<file path="config.mk">
export PLATFORM = sky130hd
export DESIGN_NAME = cla_pipe_adder
export DESIGN_NICKNAME = d
export VERILOG_FILES = /design/src/rtl/cla_pkg.sv /design/src/rtl/cla_group.sv /design/src/rtl/cla_pipe_adder.sv
export SDC_FILE = /design/constraint.sdc
export NUM_CORES = 1
export LEC_CHECK = 0
export CAP_MARGIN = 20
export CORE_ASPECT_RATIO = 1.1
export CORE_MARGIN = 1.5
export CORE_UTILIZATION = 55
export CTS_CLUSTER_SIZE = 28
export DETAILED_ROUTE_END_ITERATION = 8
export PLACE_DENSITY = 0.84
export SLEW_MARGIN = 20
export SYNTH_ARGS = -nofsm -noshare
export SYNTH_HDL_FRONTEND = slang
export SYNTH_HIERARCHICAL = 1
export SYNTH_SLANG_ARGS = --single-unit
</file>
<file path="constraint.sdc">
create_clock -name clk -period 8.4 [get_ports clk]
set_clock_uncertainty 0.15 [all_clocks]
set_input_delay 1.26 -clock clk [delete_from_list [all_inputs] [get_ports clk]]
set_output_delay 1.26 -clock clk [all_outputs]
set_load 0.01 [all_outputs]
</file>
<file path="src/rtl/cla_pkg.sv">
// Shared constants for the pipelined carry-lookahead adder.
//   CLA_WIDTH_DEF / CLA_GROUP_DEF : default operand width and lookahead group size
//   MODE_ADD / MODE_SUB           : encodings of the mode input
package cla_pkg;

   localparam int unsigned CLA_WIDTH_DEF = 16;
   localparam int unsigned CLA_GROUP_DEF = 4;

   localparam logic MODE_ADD = 1'b0;
   localparam logic MODE_SUB = 1'b1;

endpackage

</file>
<file path="src/rtl/cla_group.sv">
// One carry-lookahead group: group propagate/generate plus per-bit sum.
//   p_i  : bitwise propagate terms of the group
//   g_i  : bitwise generate terms of the group
//   ci_i : carry into the group's LSB
//   gp_o : group propagate (AND of all p)
//   gg_o : group generate
//   s_o  : per-bit sum using carries derived from ci_i
module cla_group #(
   parameter int unsigned GROUP = 4
) (
   input  logic [GROUP-1:0] p_i,
   input  logic [GROUP-1:0] g_i,
   input  logic             ci_i,
   output logic             gp_o,
   output logic             gg_o,
   output logic [GROUP-1:0] s_o
);

   // Group P/G depend only on p/g; kept apart from the sum so the carry-in
   // path never appears to loop back into them.
   always_comb begin
      gp_o = 1'b1;
      gg_o = 1'b0;
      for (int unsigned i = 0; i < GROUP; i++) begin
         gg_o = g_i[i] | (p_i[i] & gg_o);
         gp_o = gp_o & p_i[i];
      end
   end

   // Bit carries inside the group, starting from the group carry-in.
   always_comb begin
      logic c;
      c   = ci_i;
      s_o = '0;
      for (int unsigned i = 0; i < GROUP; i++) begin
         s_o[i] = p_i[i] ^ c;
         c      = g_i[i] | (p_i[i] & c);
      end
   end

endmodule

</file>
<file path="src/rtl/cla_pipe_adder.sv">
// Two-stage pipelined carry-lookahead adder/subtractor with valid/ready
// handshake on both sides.
//   clk, rst_n           : clock, synchronous active-low reset
//   in_valid / in_ready  : operand handshake (in_ready combinational)
//   a, b, cin, mode      : operands, carry in (ignored for sub), 0=add 1=sub
//   out_valid / out_ready: result handshake
//   sum, cout, ovf       : registered result, carry out, signed overflow
// Optional build macro: CLA_OVF_EN enables signed-overflow detection;
// without it ovf is tied to 0 and the MSB capture registers are dropped.
module cla_pipe_adder
   import cla_pkg::*;
#(
   parameter int unsigned WIDTH = CLA_WIDTH_DEF,
   parameter int unsigned GROUP = CLA_GROUP_DEF
) (
   input  logic             clk,
   input  logic             rst_n,
   input  logic             in_valid,
   output logic             in_ready,
   input  logic [WIDTH-1:0] a,
   input  logic [WIDTH-1:0] b,
   input  logic             cin,
   input  logic             mode,
   output logic             out_valid,
   input  logic             out_ready,
   output logic [WIDTH-1:0] sum,
   output logic             cout,
   output logic             ovf
);

   localparam int unsigned NGRP = WIDTH / GROUP;

   if ((GROUP == 0) || ((WIDTH % GROUP) != 0)) begin : g_bad_cfg
      $error("cla_pipe_adder: WIDTH must be a non-zero multiple of GROUP");
   end

   // Handshake
   logic s1_ready, s2_ready, in_fire, s1_adv;

   // Stage 1 registers
   logic             s1_valid_q, s1_valid_d;
   logic [WIDTH-1:0] p_q, p_d, g_q, g_d;
   logic             c0_q, c0_d;

   // Stage 2 registers
   logic             s2_valid_q, s2_valid_d;
   logic [WIDTH-1:0] sum_q, sum_d;
   logic             cout_q, cout_d;

   // Lookahead network
   logic [WIDTH-1:0] bb;
   logic [NGRP-1:0]  gp_c, gg_c;
   logic [NGRP:0]    gc_c;
   logic [WIDTH-1:0] sum_c;

   assign s2_ready = !s2_valid_q || out_ready;
   assign s1_ready = !s1_valid_q || s2_ready;
   assign in_ready = s1_ready;
   assign in_fire  = in_valid && s1_ready;
   assign s1_adv   = s1_valid_q && s2_ready;

   // Subtraction is a + ~b + 1.
   assign bb = (mode == MODE_SUB) ? ~b : b;

   // Stage 1 next state: bitwise propagate/generate.
   always_comb begin
      s1_valid_d = in_fire || (s1_valid_q && !s2_ready);
      p_d        = p_q;
      g_d        = g_q;
      c0_d       = c0_q;
      if (in_fire) begin
         p_d  = a ^ bb;
         g_d  = a & bb;
         c0_d = (mode == MODE_SUB) ? 1'b1 : cin;
      end
   end

   for (genvar k = 0; k < NGRP; k++) begin : g_grp
      cla_group #(.GROUP(GROUP)) u_grp (
         .p_i  (p_q[k*GROUP +: GROUP]),
         .g_i  (g_q[k*GROUP +: GROUP]),
         .ci_i (gc_c[k]),
         .gp_o (gp_c[k]),
         .gg_o (gg_c[k]),
         .s_o  (sum_c[k*GROUP +: GROUP])
      );
   end

   // Flattened group carries: C(k+1) = Gk | Pk.G(k-1) | ... | Pk..P0.c0,
   // a sum of products rather than a ripple through earlier group carries.
   always_comb begin
      logic acc, pp;
      gc_c    = '0;
      gc_c[0] = c0_q;
      for (int k = 0; k < int'(NGRP); k++) begin
         acc = gg_c[k];
         pp  = gp_c[k];
         for (int j = k; j > 0; j--) begin
            acc = acc | (pp & gg_c[j-1]);
            pp  = pp & gp_c[j-1];
         end
         gc_c[k+1] = acc | (pp & c0_q);
      end
   end

   // Stage 2 next state.
   always_comb begin
      s2_valid_d = s1_adv || (s2_valid_q && !out_ready);
      sum_d      = sum_q;
      cout_d     = cout_q;
      if (s1_adv) begin
         sum_d  = sum_c;
         cout_d = gc_c[NGRP];
      end
   end

   always_ff @(posedge clk) begin
      if (!rst_n) begin
         s1_valid_q <= 1'b0;
         p_q        <= '0;
         g_q        <= '0;
         c0_q       <= 1'b0;
         s2_valid_q <= 1'b0;
         sum_q      <= '0;
         cout_q     <= 1'b0;
      end else begin
         s1_valid_q <= s1_valid_d;
         p_q        <= p_d;
         g_q        <= g_d;
         c0_q       <= c0_d;
         s2_valid_q <= s2_valid_d;
         sum_q      <= sum_d;
         cout_q     <= cout_d;
      end
   end

`ifdef CLA_OVF_EN
   // Operand MSBs travel with stage 1 so stage 2 can flag signed overflow.
   logic amsb_q, amsb_d, bmsb_q, bmsb_d, ovf_q, ovf_d;

   always_comb begin
      amsb_d = amsb_q;
      bmsb_d = bmsb_q;
      ovf_d  = ovf_q;
      if (in_fire) begin
         amsb_d = a[WIDTH-1];
         bmsb_d = bb[WIDTH-1];
      end
      if (s1_adv) begin
         ovf_d = (amsb_q == bmsb_q) && (sum_c[WIDTH-1] != amsb_q);
      end
   end

   always_ff @(posedge clk) begin
      if (!rst_n) begin
         amsb_q <= 1'b0;
         bmsb_q <= 1'b0;
         ovf_q  <= 1'b0;
      end else begin
         amsb_q <= amsb_d;
         bmsb_q <= bmsb_d;
         ovf_q  <= ovf_d;
      end
   end

   assign ovf = ovf_q;
`else
   assign ovf = 1'b0;
`endif

   assign out_valid = s2_valid_q;
   assign sum       = sum_q;
   assign cout      = cout_q;

endmodule
</file>
==> Word level (Yosys, flattened, before mapping) <==
Cells that the tools add are included.
{ "totals": {"input_bits": 38, "rom_bits": 0, "ramBits": 0, "latch_bits": 0, "output_inout_bits": 20, "register_bits": 52, "mem_count": 0, "word_cells": 126} }
{ "classes": {"mux": 2, "eq_ne": 0, "bitwise_logic": 105, "addsub": 0, "mul": 0, "div": 0, "n_reduce_logical": 12, "shift": 0, "order_cmp": 0} }
{ "op_table": {"columns": ["cell", "n"], "rows": [
  ["AND 1 bit", 52],
  ["bitwise OR 1 bit", 34],
  ["AND 16 bit", 1],
  ["two-way mux 16 bit", 1],
  ["inverter 16 bit", 1],
  ["bitwise XOR 1 bit", 16],
  ["bitwise XOR 16 bit", 1],
  ["logical AND 1 bit", 4],
  ["logical NOT 1 bit", 4],
  ["logical OR 1 bit", 4],
  ["two-way mux 1 bit", 1]
]} }

==> Depth between registers and ports, before layout <==
{ "depth": {"word_depth": 17, "depth_mapped": 14, "depth_no_buf": 14} }

==> By module <==
The synthesis kept the hierarchy.
{ "modules_own_cells": {"columns": ["mod", "instances", "seq_area_each_um2", "area_each_um2", "cells_each"], "rows": [
  ["cla_pipe_adder", 1, 1041.0, 2623.8, 277],
  ["cla_group", 4, 0.0, 90.1, 12]
]} }

==> Worst setup path after synthesis <==
Ideal clock, no wire load.
{ "synth_path": {"path_type": "input to output", "start": "input port out_ready", "end": "output port in_ready", "stages": 3, "setup_slack_ps": 5301, "required_ps": 6990, "arrival_time_ps": 1689, "path_buffers": 2, "cell_sequence": "nand3b_4 buf_6 buf_6"} }
{ "synth_between": {"elab_chain_cells": 2} }
{ "synth_rtl": {"columns": ["element", "line", "rtl"], "rows": [
  ["start, declared", "cla_pipe_adder.sv:25", "input logic out_ready,"],
  ["logical OR 1 bit", "cla_pipe_adder.sv:56", "assign s2_ready = !s2_valid_q || out_ready;"],
  ["logical OR 1 bit", "cla_pipe_adder.sv:57", "assign s1_ready = !s1_valid_q || s2_ready;"],
  ["end, declared", "cla_pipe_adder.sv:19", "output logic in_ready,"]
]} }
Every way passes these cells.

==> Worst setup path after layout <==
Same ends and word-level chain as after synthesis.

==> metrics.yaml <==
vias_per_cell: 5.54
leakagePower_nw: 1.54
grt_start_max_net_pins: 69
cts_tree: "done"
io_buffers: 56
core_area_um2: 5100
routedWlPerCell_um: 13.9
dieWidth_um: 73.2
relSlewSlack_pct: 34.0
reg2reg_from: "p_q[3]$_SDFFE_PN0P_"
path_class: "input pin to output pin"
synth_edf_count: 0
tns_ns: 0
power_density_nw_per_um2: 152
hold_path_depth: 2
clk_latency_ns: 0.30
n_antenna_cell: 0
synth_area_per_cell_um2: 9.18
ir_drop_uv: 94.6
reg2reg_setup_slack_ns: 5.46
r2r-end: "sum[15]$_SDFFE_PN0P_"
final-setup-viol-count: 0
synthFlopType: "dfxtp_1"
final_core_util_pct: 70.1
num_rows: 27
gr-total-overflow: 0
period_needed_ns: 4.40
tightest_slew_ns: 0.991
cts_max_path_buffers: 2
syn_nets: 391
required_ns: 6.99
r2r_cells: 14
hold_viol: 0
hold_end: "sum[3]$_SDFFE_PN0P_"
syn_area_um2: 2980
place_inst: 424
drt_first_pass_iters: 5
drt_first_iter_violations: 178
cp.arrival_ns: 2.99
slew_violations: 0
drc: 0
cts-root-buf: "clkbuf_8"
grt_pass1_vias: 2289
worstHoldStart: "sum[3]$_SDFFE_PN0P_"
initial_core_util_pct: 58.5
numCtsBuffers: 5
yosys.area.top_type: "dfxtp_1"
pin_count: 58
synth-seq-cells: 52
vias: 2394
async_reset_ff_share_pct: 0
cp_max_fo: 68
endpoint_kind: "output pin"
synthTopCellsByArea: "dfxtp_1 (35%), ha_1 (12%), o21a_1 (8.1%)"
place_congestion: 0.848
routed_wl_um: 6010
drive_above_1_share_pct: 6.39
p_total_mw: 0.542
ys_types: 33
nets: 425
areaGrowthSynthToFinish_pct: 19.9
hp-class: "register to register"
ys_seq_area_share_pct: 34.9
clk_pin_slew_ns: 0.09
die_h_um: 80.3
grt_util_all_layers_pct: 22.0
antenna_found_initial: 0
die-area_um2: 5880
drtAntennaViolNets: 0
clock_sinks: 52
synthCells: 325
synth_top_area_share_pct: 34.9
rsz0062_at_grt: "no"
post_cts_resized: 0
cts_hold_buf: 0
ys_warn_count: 6
fmax_ghz: 0.227
dpl.hpwl_um: 4190
post_cts_buffers: 0
htreeDepth: 2
grt_pass1_wl_um: 10300
post-route-period-util_pct: 52.4
final_cells: 432
status: "finished, final reports clean"
max_cap_violations: 0
start_kind: "input pin"
-- final cells by class --
type | count | area [um^2]
Multi-Input combinational cell | 241 | 1780
Fill cell | 404 | 1520
Sequential cell | 52 | 1040
Timing Repair Buffer | 56 | 551
Tap cell | 72 | 90.1
Clock buffer | 6 | 72.6
Clock inverter | 2 | 35.0
Inverter | 3 | 11.3
-- cell usage after synthesis, drive strengths merged (8+ instances only) --
cell type	instances
dfxtp	52
a21boi	32
and3	32
o21a	32
a21oi	28
ha	28
o21ai	20
buf	16
nand3	16
xor2	16
clkbuf	13
or2	8
-- logic make-up after synthesis --
kind of cell             Yosys count  synth area share [%]
XOR/XNOR                          20                  5.87
other                              1                 0.126
buffers and inverters             32                  5.58
AO/OA/AOI/OAI                    119                  27.1
flip-flops                        52                  34.9
AND/OR/NAND/NOR                   73                  14.7
adder cells (fa/ha/maj)           28                  11.7
-- sequential cells by signal, summed over array words and instances, names as in the netlist --
register	cells
c0_q	1
cout	1
g_q	16
out_valid	1
p_q	16
s1_valid_q	1
sum	16
-- where the power goes --
part / switching, mW / internal, mW
clock: 0.0780 / 0.0884
combinational: 0.0444 / 0.0569
sequential: 0.0131 / 0.261
-- critical path, cell delays in order --
cell and delay (ns):
clkdlybuf4s50_1 0.48, nand3b_4 0.55, clkdlybuf4s50_1 0.67
-- layer usage --
metal | share of wire, % | routed length (um) | GRT usage (%)
met5 | 0 | 0 | 0
met4 | 1.1 | 64 | 5.09
met3 | 3.3 | 200 | 3.51
met2 | 51 | 3080 | 38.7
met1 | 44 | 2670 | 28.0
-- worst max path at each step --
stage | start | to | cells past startpoint
2_1_floorplan | out_ready | in_ready | 3
3_3_place_gp | out_ready | in_ready | 3
3_5_place_dp | out_ready | in_ready | 3
4_1_cts | out_ready | in_ready | 3
5_1_grt | out_ready | in_ready | 3
6_report | out_ready | in_ready | 3
-- through the flow --
step	hold slack [ns]	worst slack [ns]	instance area, um^2
6_report	0.334	4.00	3580
5_1_grt	0.355	3.88	3580
4_1_cts	0.333	4.01	3580
3_5_place_dp	0.321	4.01	3470
3_3_place_gp	0.316	4.02	3470
2_1_floorplan	0.348	5.30	2980
-- layout by cell type (no fill, tap or decap), types with 2 or more instances in the layout --
cell type,netlist,layout
o21ai_1,5,5
and4_1,4,4
nor2_1,5,5
a21boi_2,7,7
a21boi_0,15,15
dfxtp_1,52,52
xnor2_1,4,4
a21oi_1,28,28
a21o_1,4,4
nand3_1,16,16
inv_1,2,2
nand2_1,4,4
or2_1,4,4
a21boi_1,10,10
or2_2,4,4
o21a_1,32,32
ha_1,28,28
clkbuf_8,0,5
xor2_1,16,16
o21ai_0,15,15
and3_1,32,32
clkdlybuf4s50_1,0,54
buf_2,10,2
Power figures use the tool's default switching activity.
